### src/rtl/rgba_axis_to_dvp_pkg.sv
// Shared types and constants for the RGBA AXI-Stream to DVP bridge.
// Holds the FSM states, RGBA field positions and RGB565 packing helpers.
package rgba_axis_to_dvp_pkg;

    typedef enum logic [2:0] {
        ST_IDLE,
        ST_VSYNC,
        ST_VBP,
        ST_LINE,
        ST_HBLANK,
        ST_VFP
    } state_t;

    // RGBA field positions inside tdata
    localparam int R_MSB = 31;
    localparam int G_MSB = 23;
    localparam int B_MSB = 15;
    localparam int A_MSB = 7;

    // RGB565 packing: high byte {R5,G3hi}, low byte {G3lo,B5}
    localparam int R5_W = 5;
    localparam int G_HI_W = 3;
    localparam int G_LO_W = 3;
    localparam int B5_W = 5;

    function automatic logic [7:0] rgb565_hi(input logic [31:0] px);
        return {px[R_MSB -: R5_W], px[G_MSB -: G_HI_W]};
    endfunction

    function automatic logic [7:0] rgb565_lo(input logic [31:0] px);
        return {px[G_MSB-G_HI_W -: G_LO_W], px[B_MSB -: B5_W]};
    endfunction

    function automatic int max_int(input int a, input int b);
        return (a > b) ? a : b;
    endfunction

endpackage

### src/rtl/dvp_pclk_gen.sv
// Free-running DVP pixel clock divider.
// fall_tick is high in the axi_clk cycle whose edge drives pclk low.
module dvp_pclk_gen #(
    parameter int PCLK_DIV = 4
) (
    input  logic clk,
    input  logic rst,
    output logic pclk,
    output logic fall_tick
);

    localparam int HALF = PCLK_DIV / 2;
    localparam int CW = (HALF > 1) ? $clog2(HALF) : 1;

    logic [CW-1:0] cnt;
    logic          at_half;

    assign at_half   = (cnt == CW'(HALF - 1));
    assign fall_tick = at_half && pclk;

    // Half-period counter; pclk toggles each time it wraps
    always_ff @(posedge clk) begin
        if (rst) begin
            cnt  <= '0;
            pclk <= 1'b0;
        end else if (at_half) begin
            cnt  <= '0;
            pclk <= ~pclk;
        end else begin
            cnt <= cnt + 1'b1;
        end
    end

endmodule

### src/rtl/rgba_axis_to_dvp.sv
// RGBA AXI-Stream sink that replays frames as an RGB565 DVP stream.
// All DVP outputs change only on the edge that drives pclk low.
module rgba_axis_to_dvp
    import rgba_axis_to_dvp_pkg::*;
#(
    parameter int FRAME_WIDTH   = 8,
    parameter int FRAME_HEIGHT  = 4,
    parameter int PCLK_DIV      = 4,
    parameter int VSYNC_CYCLES  = 8,
    parameter int VBLANK_CYCLES = 8,
    parameter int HBLANK_CYCLES = 4
) (
    input  logic        axi_clk,
    input  logic        areset,
    input  logic        enable,
    input  logic        s_axis_tvalid,
    output logic        s_axis_tready,
    input  logic [31:0] s_axis_tdata,
    input  logic        s_axis_tlast,
    input  logic        s_axis_tuser,
    output logic        dvp_pclk,
    output logic        dvp_vsync,
    output logic        dvp_href,
    output logic [7:0]  dvp_data,
    output logic        frame_done,
    output logic        underrun,
    output logic        sync_err
);

    localparam int CW = (FRAME_WIDTH > 1) ? $clog2(FRAME_WIDTH) : 1;
    localparam int LW = (FRAME_HEIGHT > 1) ? $clog2(FRAME_HEIGHT) : 1;
    localparam int LINE_PERIODS = 2 * FRAME_WIDTH;
    localparam int PMAX = max_int(max_int(VSYNC_CYCLES, VBLANK_CYCLES),
                                  max_int(HBLANK_CYCLES, LINE_PERIODS));
    localparam int PW = (PMAX > 1) ? $clog2(PMAX) : 1;

    state_t          state_q, state_d;
    logic            pclk_fall;
    logic [PW-1:0]   pcnt_q, limit;
    logic            period_last;
    logic [LW-1:0]   line_q, in_line_q;
    logic [CW-1:0]   in_col_q;
    logic            in_done_q, hold_full_q;
    logic [15:0]     hold_q;
    logic [7:0]      lo_q;
    logic            in_frame, discard, accept;
    logic            col_last, line_last_in, bad_beat;
    logic            consume, frame_end;

    dvp_pclk_gen #(
        .PCLK_DIV(PCLK_DIV)
    ) u_pclk (
        .clk      (axi_clk),
        .rst      (areset),
        .pclk     (dvp_pclk),
        .fall_tick(pclk_fall)
    );

    assign in_frame = (state_q == ST_VSYNC) || (state_q == ST_VBP) ||
                      (state_q == ST_LINE)  || (state_q == ST_HBLANK);
    assign discard  = (state_q == ST_IDLE) && enable && !s_axis_tuser;
    assign s_axis_tready = !areset &&
                           (discard || (in_frame && !hold_full_q && !in_done_q));
    assign accept   = s_axis_tvalid && s_axis_tready;

    assign col_last     = (in_col_q == CW'(FRAME_WIDTH - 1));
    assign line_last_in = (in_line_q == LW'(FRAME_HEIGHT - 1));
    assign bad_beat     = (s_axis_tlast != col_last) ||
                          (s_axis_tuser && (in_col_q != '0 || in_line_q != '0));

    assign consume   = pclk_fall && (state_q == ST_LINE) && !pcnt_q[0];
    assign frame_end = period_last && (state_q == ST_VFP);

    // Next-state logic; non-idle states advance only on pclk fall
    always_comb begin
        state_d = state_q;
        limit   = '0;
        unique case (state_q)
            ST_VSYNC:       limit = PW'(VSYNC_CYCLES - 1);
            ST_VBP, ST_VFP: limit = PW'(VBLANK_CYCLES - 1);
            ST_LINE:        limit = PW'(LINE_PERIODS - 1);
            ST_HBLANK:      limit = PW'(HBLANK_CYCLES - 1);
            default:        limit = '0;
        endcase
        period_last = pclk_fall && (pcnt_q == limit);
        unique case (state_q)
            ST_IDLE:
                if (enable && s_axis_tvalid && s_axis_tuser) state_d = ST_VSYNC;
            ST_VSYNC:
                if (period_last) state_d = ST_VBP;
            ST_VBP:
                if (period_last) state_d = ST_LINE;
            ST_LINE:
                if (period_last) state_d = ST_HBLANK;
            ST_HBLANK:
                if (period_last)
                    state_d = (line_q == LW'(FRAME_HEIGHT - 1)) ? ST_VFP : ST_LINE;
            ST_VFP:
                if (period_last) state_d = ST_IDLE;
            default:
                state_d = ST_IDLE;
        endcase
    end

    // State register
    always_ff @(posedge axi_clk) begin
        if (areset) state_q <= ST_IDLE;
        else        state_q <= state_d;
    end

    // Period counter within a state, and output line counter
    always_ff @(posedge axi_clk) begin
        if (areset) begin
            pcnt_q <= '0;
            line_q <= '0;
        end else begin
            if (state_q == ST_IDLE) pcnt_q <= '0;
            else if (pclk_fall)     pcnt_q <= period_last ? '0 : pcnt_q + 1'b1;
            if (period_last && state_q == ST_HBLANK)
                line_q <= (line_q == LW'(FRAME_HEIGHT - 1)) ? '0 : line_q + 1'b1;
        end
    end

    // Input side: holding register, beat position tracking, sync errors
    always_ff @(posedge axi_clk) begin
        if (areset) begin
            hold_q      <= '0;
            hold_full_q <= 1'b0;
            in_col_q    <= '0;
            in_line_q   <= '0;
            in_done_q   <= 1'b0;
            sync_err    <= 1'b0;
        end else begin
            sync_err <= accept && ((state_q == ST_IDLE) || bad_beat);
            if (frame_end) begin
                hold_full_q <= 1'b0;
                in_col_q    <= '0;
                in_line_q   <= '0;
                in_done_q   <= 1'b0;
            end else if (accept && in_frame) begin
                hold_q      <= {rgb565_hi(s_axis_tdata), rgb565_lo(s_axis_tdata)};
                hold_full_q <= 1'b1;
                in_col_q    <= col_last ? '0 : in_col_q + 1'b1;
                if (col_last) begin
                    in_line_q <= line_last_in ? '0 : in_line_q + 1'b1;
                    if (line_last_in) in_done_q <= 1'b1;
                end
            end else if (consume) begin
                hold_full_q <= 1'b0;
            end
        end
    end

    // DVP outputs, updated on pclk fall; empty holding reg yields a black pixel
    always_ff @(posedge axi_clk) begin
        if (areset) begin
            dvp_vsync  <= 1'b0;
            dvp_href   <= 1'b0;
            dvp_data   <= '0;
            lo_q       <= '0;
            underrun   <= 1'b0;
            frame_done <= 1'b0;
        end else begin
            frame_done <= frame_end;
            if (pclk_fall) begin
                dvp_vsync <= (state_q == ST_VSYNC);
                dvp_href  <= (state_q == ST_LINE);
                dvp_data  <= '0;
                if (consume) begin
                    if (hold_full_q) begin
                        dvp_data <= hold_q[15:8];
                        lo_q     <= hold_q[7:0];
                    end else begin
                        lo_q     <= '0;
                        underrun <= 1'b1;
                    end
                end else if (state_q == ST_LINE) begin
                    dvp_data <= lo_q;
                end
            end
        end
    end

endmodule

### config.mk
export PLATFORM = sky130hd
export DESIGN_NAME = rgba_axis_to_dvp
export DESIGN_NICKNAME = d
export VERILOG_FILES = /design/src/rtl/rgba_axis_to_dvp_pkg.sv /design/src/rtl/dvp_pclk_gen.sv /design/src/rtl/rgba_axis_to_dvp.sv
export SDC_FILE = /design/constraint.sdc
export NUM_CORES = 1
export LEC_CHECK = 0
export ABC_AREA = 1
export BUFFER_PORTS_ARGS = -buffer_cell sky130_fd_sc_hd__clkbuf_2
export CAP_MARGIN = 20
export CORE_AREA = 2 2 68 70
export CTS_CLUSTER_DIAMETER = 150
export DETAILED_ROUTE_END_ITERATION = 10
export DIE_AREA = 0 0 70 72
export MAX_ROUTING_LAYER = met4
export PLACE_DENSITY = 0.83
export RECOVER_POWER = 50
export SETUP_SLACK_MARGIN = 0.15
export SKIP_CTS_REPAIR_TIMING = 1
export SYNTH_ARGS = -nofsm -noshare
export SYNTH_HDL_FRONTEND = slang
export SYNTH_SLANG_ARGS = --single-unit
### constraint.sdc
create_clock -name axi_clk -period 4.1 [get_ports axi_clk]
set_input_delay 0.41 -clock axi_clk [delete_from_list [all_inputs] [get_ports axi_clk]]
set_output_delay 0.41 -clock axi_clk [all_outputs]
set_load 0.05 [all_outputs]
== Yosys cells after proc, flatten, opt, wreduce, memory -nomap -nowiden ==
Index checks and enable logic that the tools add are counted.
Storage, ports and cells
  output and inout bits: 15
  logic and storage cells: 103
  bits in registers: 55
  bits of input ports: 38
Operators by class
  mux-type cells: 19
  bitwise gates (word level): 3
  $add $sub $neg: 5
  reduce and logical (&&, ||, !) cells: 43
  equal/unequal tests: 16
Operators with widths (count)
  $mux W8: 4
  $mux W3: 8
  $pmux W3 S6: 1
  $logic_and A1 B1 Y1: 17
  $ne A2 B2 Y1 const B: 6
  $pmux W4 S3: 1
  $eq A3 B3 Y1 const B: 3
  $logic_or A1 B1 Y1: 7
  $eq A3 B2 Y1 const B: 2
  $reduce_and A2 Y1: 3
  $reduce_and A3 Y1: 2
  $reduce_and A6 Y1: 1
  $reduce_or A2 Y1: 3
  $logic_not A1 Y1: 5
  $add A2 B1 Y2 const B: 2
  $add A4 B1 Y4 const B: 1
  $eq A2 B2 Y1 const B: 2
  $eq A4 B4 Y1: 1
  $mux W2: 2
  $mux W4: 1
  $reduce_bool A2 Y1: 2
  $add A3 B1 Y3 const B: 1
  $eq A3 B1 Y1 const B: 1
  $logic_not A3 Y1: 1
  6 further kinds: 9

== Longest topological paths before layout ==
  depth after elaboration: 11
  depth in mapped cells: 11
  gate-level depth less buffers: 11

== Modules after synthesis ==
A second synthesis with hierarchy kept.
Second synthesis, totals
  cell total of the unflattened synthesis: 332
  area total of the unflattened synthesis: 2442.3 sq um
Modules (own cells, without submodules)
  rgba_axis_to_dvp: area an instance 2373.5 sq um, seq. area each 1061.0 sq um, instances 1, cells each 323
  dvp_pclk_gen: area an instance 68.8 sq um, seq. area each 40.0 sq um, instances 1, cells each 9

== Worst setup path after synthesis ==
OpenSTA, ideal clock, no wires.
  kind: register to output
  start point: register state_q[0]
  end point: output port s_axis_tready
  setup slack: 2.096 ns
  data arrival time: 1.594 ns
  required time: 3.690 ns
  buffers on the path: 1
  cell stages (with the launch flop): 7
  path through: dfxtp_1 > buf_4 > nor2_2 > nand2_2 > nand2_4 > nand2_2 > a21oi_1
On the way
  longest elaborated chain between the ends: 8
  elaborated cells on any way between the ends: 14
  those cells by class: 4 x eq/ne; 10 x reduce/logical
Ends and longest elaborated chain
  start: declaration: RTL line rgba_axis_to_dvp.sv:37  | state_t state_q, state_d;
  start signal: assignment: RTL line rgba_axis_to_dvp.sv:108  | else state_q <= state_d;
  $eq A3 B1 Y1 / $eq A3 B2 Y1 (equally long branches): RTL line rgba_axis_to_dvp.sv:59  | assign in_frame = (state_q == ST_VSYNC) || (state_q == ST_VBP) ||
  $logic_or A1 B1 Y1 (2 in series): RTL line rgba_axis_to_dvp.sv:59
  $logic_or A1 B1 Y1: RTL line rgba_axis_to_dvp.sv:60  | (state_q == ST_LINE) || (state_q == ST_HBLANK);
  $logic_and A1 B1 Y1 (2 in series): RTL line rgba_axis_to_dvp.sv:63  | (discard || (in_frame && !hold_full_q && !in_done_q));
  $logic_or A1 B1 Y1 *: RTL line rgba_axis_to_dvp.sv:63
  $logic_and A1 B1 Y1 *: RTL line rgba_axis_to_dvp.sv:62  | assign s_axis_tready = !areset &&
  end: declaration: RTL line rgba_axis_to_dvp.sv:17  | output logic s_axis_tready,
Mark *: on every way between the ends. The rest lies on a longest branch, timed or not.

== Worst setup path after layout ==
  start point: input port areset
  end point: register in_col_q[0]
On the way
  longest elaborated chain between the ends: 4
  elaborated cells on any way between the ends: 5
  those cells by class: 5 x reduce/logical
Ends and longest elaborated chain
  start: declaration: RTL line rgba_axis_to_dvp.sv:14  | input logic areset,
  $logic_not A1 Y1: RTL line rgba_axis_to_dvp.sv:62
  $logic_and A1 B1 Y1: RTL line rgba_axis_to_dvp.sv:62
  $logic_and A1 B1 Y1: RTL line rgba_axis_to_dvp.sv:64  | assign accept = s_axis_tvalid && s_axis_tready;
  $logic_and A1 B1 Y1: RTL line rgba_axis_to_dvp.sv:140  | end else if (accept && in_frame) begin
  end signal: assignment: RTL line rgba_axis_to_dvp.sv:143  | in_col_q <= col_last ? '0 : in_col_q + 1'b1;
  end: declaration: RTL line rgba_axis_to_dvp.sv:42  | logic [CW-1:0] in_col_q;
Parallel ways exist; a longest one is shown, timed or not.
A chain may end at the register's enable or synchronous reset.

==> results.yml <==
status:
  status: "complete, no violations"
clocking:
  cts_buffers: 5
  cts_root_buf: "clkbuf_8"
  clkTransAtPathRegs_ps: 90
  clk_path_buf_depth: 2
  clkLatencyLatePin_ps: 310
  htreeDepth: 2
  cts_tree: "yes"
  clock-sinks: 55
finish:
  multi_input_area_um2: 1130
  fin_area_um2: 2670
  drive_above_1_share: 0.130
  layout_commonest_cell: "nand2_1"
  fin_util: 0.626
  final.fill_count: 401
  final_cell_mix: "nand2_1 (68), dfxtp_1 (55), nor2_1 (42)"
  regArea_um2: 1100
  num_antenna_cells: 0
  nets: 398
  area_growth_pct: 9.94
route:
  firstDrtPassIters: 4
  via_per_inst: 5.14
  vias: 2088
  drt-wirelength-per-cell_um: 11.5
  drc: 0
  routed_wl_mm: 4.65
  drt-initial-drc-count: 98
  ant_nets: 0
placed_design:
  routabilityCongestion: 0.872
  io_buffers: 36
  hpwl_mm: 3.37
  placed_area_um2: 2610
yosys:
  yosysTopAreaCellShare: 0.453
  synth_cell_type_count: 32
  avgSynthCellArea_um2: 7.57
  synth_seq_area_share: 0.453
  yosys_warnings: 0
  syn_nets: 366
  yosysTopAreaCell: "dfxtp_1"
  synth_area_leaders: "dfxtp_1 (45%), nand2_1 (11%), a21oi_1 (7.2%)"
  synth-seq-cells: 55
  netlist_instances: 321
  synth_area_um2: 2430
global_routing:
  grt_max_degree: 33
  met2_usage: 0.313
  met1_usage: 0.249
  grt_pass1_vias: 1826
  grt_overflow_total: 0
  grtUsageTotal: 0.197
  grt_pass1_wl_mm: 7.89
  use_met3: 0.0444
  antenna_found_initial: 0
  busiest_layer: "met2"
floorplan:
  core-area_um2: 4260
  start_util: 0.570
  fp.dieH_um: 72
  num_rows: 24
  io_pins: 53
  die_w_um: 70
  dieArea_um2: 5040
power:
  p_leak_nw: 1.05
  power.total_w: 0.00129
  ir_drop_mv: 0.200
  p_per_area_nw_per_um2: 482
min_path:
  min_path_type: "in2reg"
setup_path:
  cp_max_fo: 27
  cp.arrival_ps: 2780
  cp.required_ps: 4340
  endpoint_kind: "flip-flop"
  cp-start-kind: "input pin"
  worstSetupPathType: "in2reg"
sta:
  clock.fmax_mhz: 393
  setup_viol: 0
  whs_ps: 324
  slew_viol_final: 0
  slew_headroom: 0.263
  finClkSkew_ps: 8.66
  fin_crit_sh: 0.621
  finalHoldViolations: 0
  worst_pin_slew_ps: 1110
  period_minus_slack_ps: 2550
  rsz0062_at_grt: "false"
  finalSetupTns_ps: 0
job:
  cap_violations: 0
[worst paths after layout]
check | startpoint | end | slack [ps] | cells past startpoint
worst min register to register | u_pclk.at_half$_SDFF_PP0_ | u_pclk.at_half$_SDFF_PP0_ | 450 | 1
worst max register to register | state_q[0]$_SDFFE_PP0P_ | line_q[0]$_SDFFE_PP0P_ | 2050 | 8
worst min-delay path | s_axis_tdata[20] | hold_q[7]$_SDFFE_PP0P_ | 320 | 3
worst max-delay path | areset | in_col_q[0]$_SDFFE_PP0P_ | 1550 | 7
[synthesized netlist by cell type, drive strengths merged]
| cell | number |
|---|---|
| o22ai | 9 |
| nand2 | 76 |
| nand3 | 17 |
| o21bai | 2 |
| buf | 5 |
| dfxtp | 55 |
| nor3 | 1 |
| ha | 7 |
| xnor2 | 1 |
| clkbuf | 7 |
| o21ai | 22 |
| nand3b | 2 |
| a31oi | 2 |
| inv | 30 |
| nor2 | 43 |
| xor2 | 2 |
| nand4 | 3 |
| clkinv | 1 |
| a21oi | 35 |
| o21a | 1 |
[worst max-delay path, stage by stage]
cell      delay [ps]
clkbuf_1         390
clkinv_1         210
clkbuf_1         840
nand3_4          120
nor2_1           520
nand3_1          140
a21oi_1          150
[state kept, by name, indices dropped and copies added (netlist names), 2 cells and up]
signal,count
in_line_q,2
pcnt_q,4
lo_q,8
hold_q,16
in_col_q,3
state_q,3
line_q,2
dvp_data,8
[kinds of logic (layout without fill, tap and decap cells)]
group	Yosys count	after routing	share of synthesized area
XOR/XNOR	3	3	0.0108
adder cells (fa/ha/maj)	7	7	0.0360
AND/OR/NAND/NOR	142	142	0.267
flip-flops	55	55	0.453
buffers and inverters	43	76	0.0762
AO/OA/AOI/OAI	71	71	0.157
[stage by stage]
step | setup WS (ps) | instances
final | 1550 | 406
after global routing | 1180 | 406
after CTS | 2050 | 406
after detailed placement | 2100 | 398
after global placement | 2180 | 398
after floorplan | 2100 | 321
[area by class of cell]
cell class / count / area share
Clock buffer: 6 / 0.0272
Clock inverter: 2 / 0.00656
Inverter: 31 / 0.0436
Multi-Input combinational cell: 223 / 0.424
Sequential cell: 55 / 0.412
Tap cell: 52 / 0.0244
Timing Repair Buffer: 37 / 0.0618
[metal layers]
metal / vias to the layer above / routed length, µm
met5: - / 0
met4: 0 / 59
met3: 6 / 254
met2: 47 / 2170
met1: 919 / 2170
li1: 1116 / -
[power breakdown]
part	switching (W)	total, W	internal, W
logic	0.000266	0.000381	0.000114
registers	0.0000382	0.000611	0.000573
clock network	0.000173	0.000296	0.000123
total	0.000478	0.00129	0.000810
No activity file was read; power rests on OpenSTA's default activity.
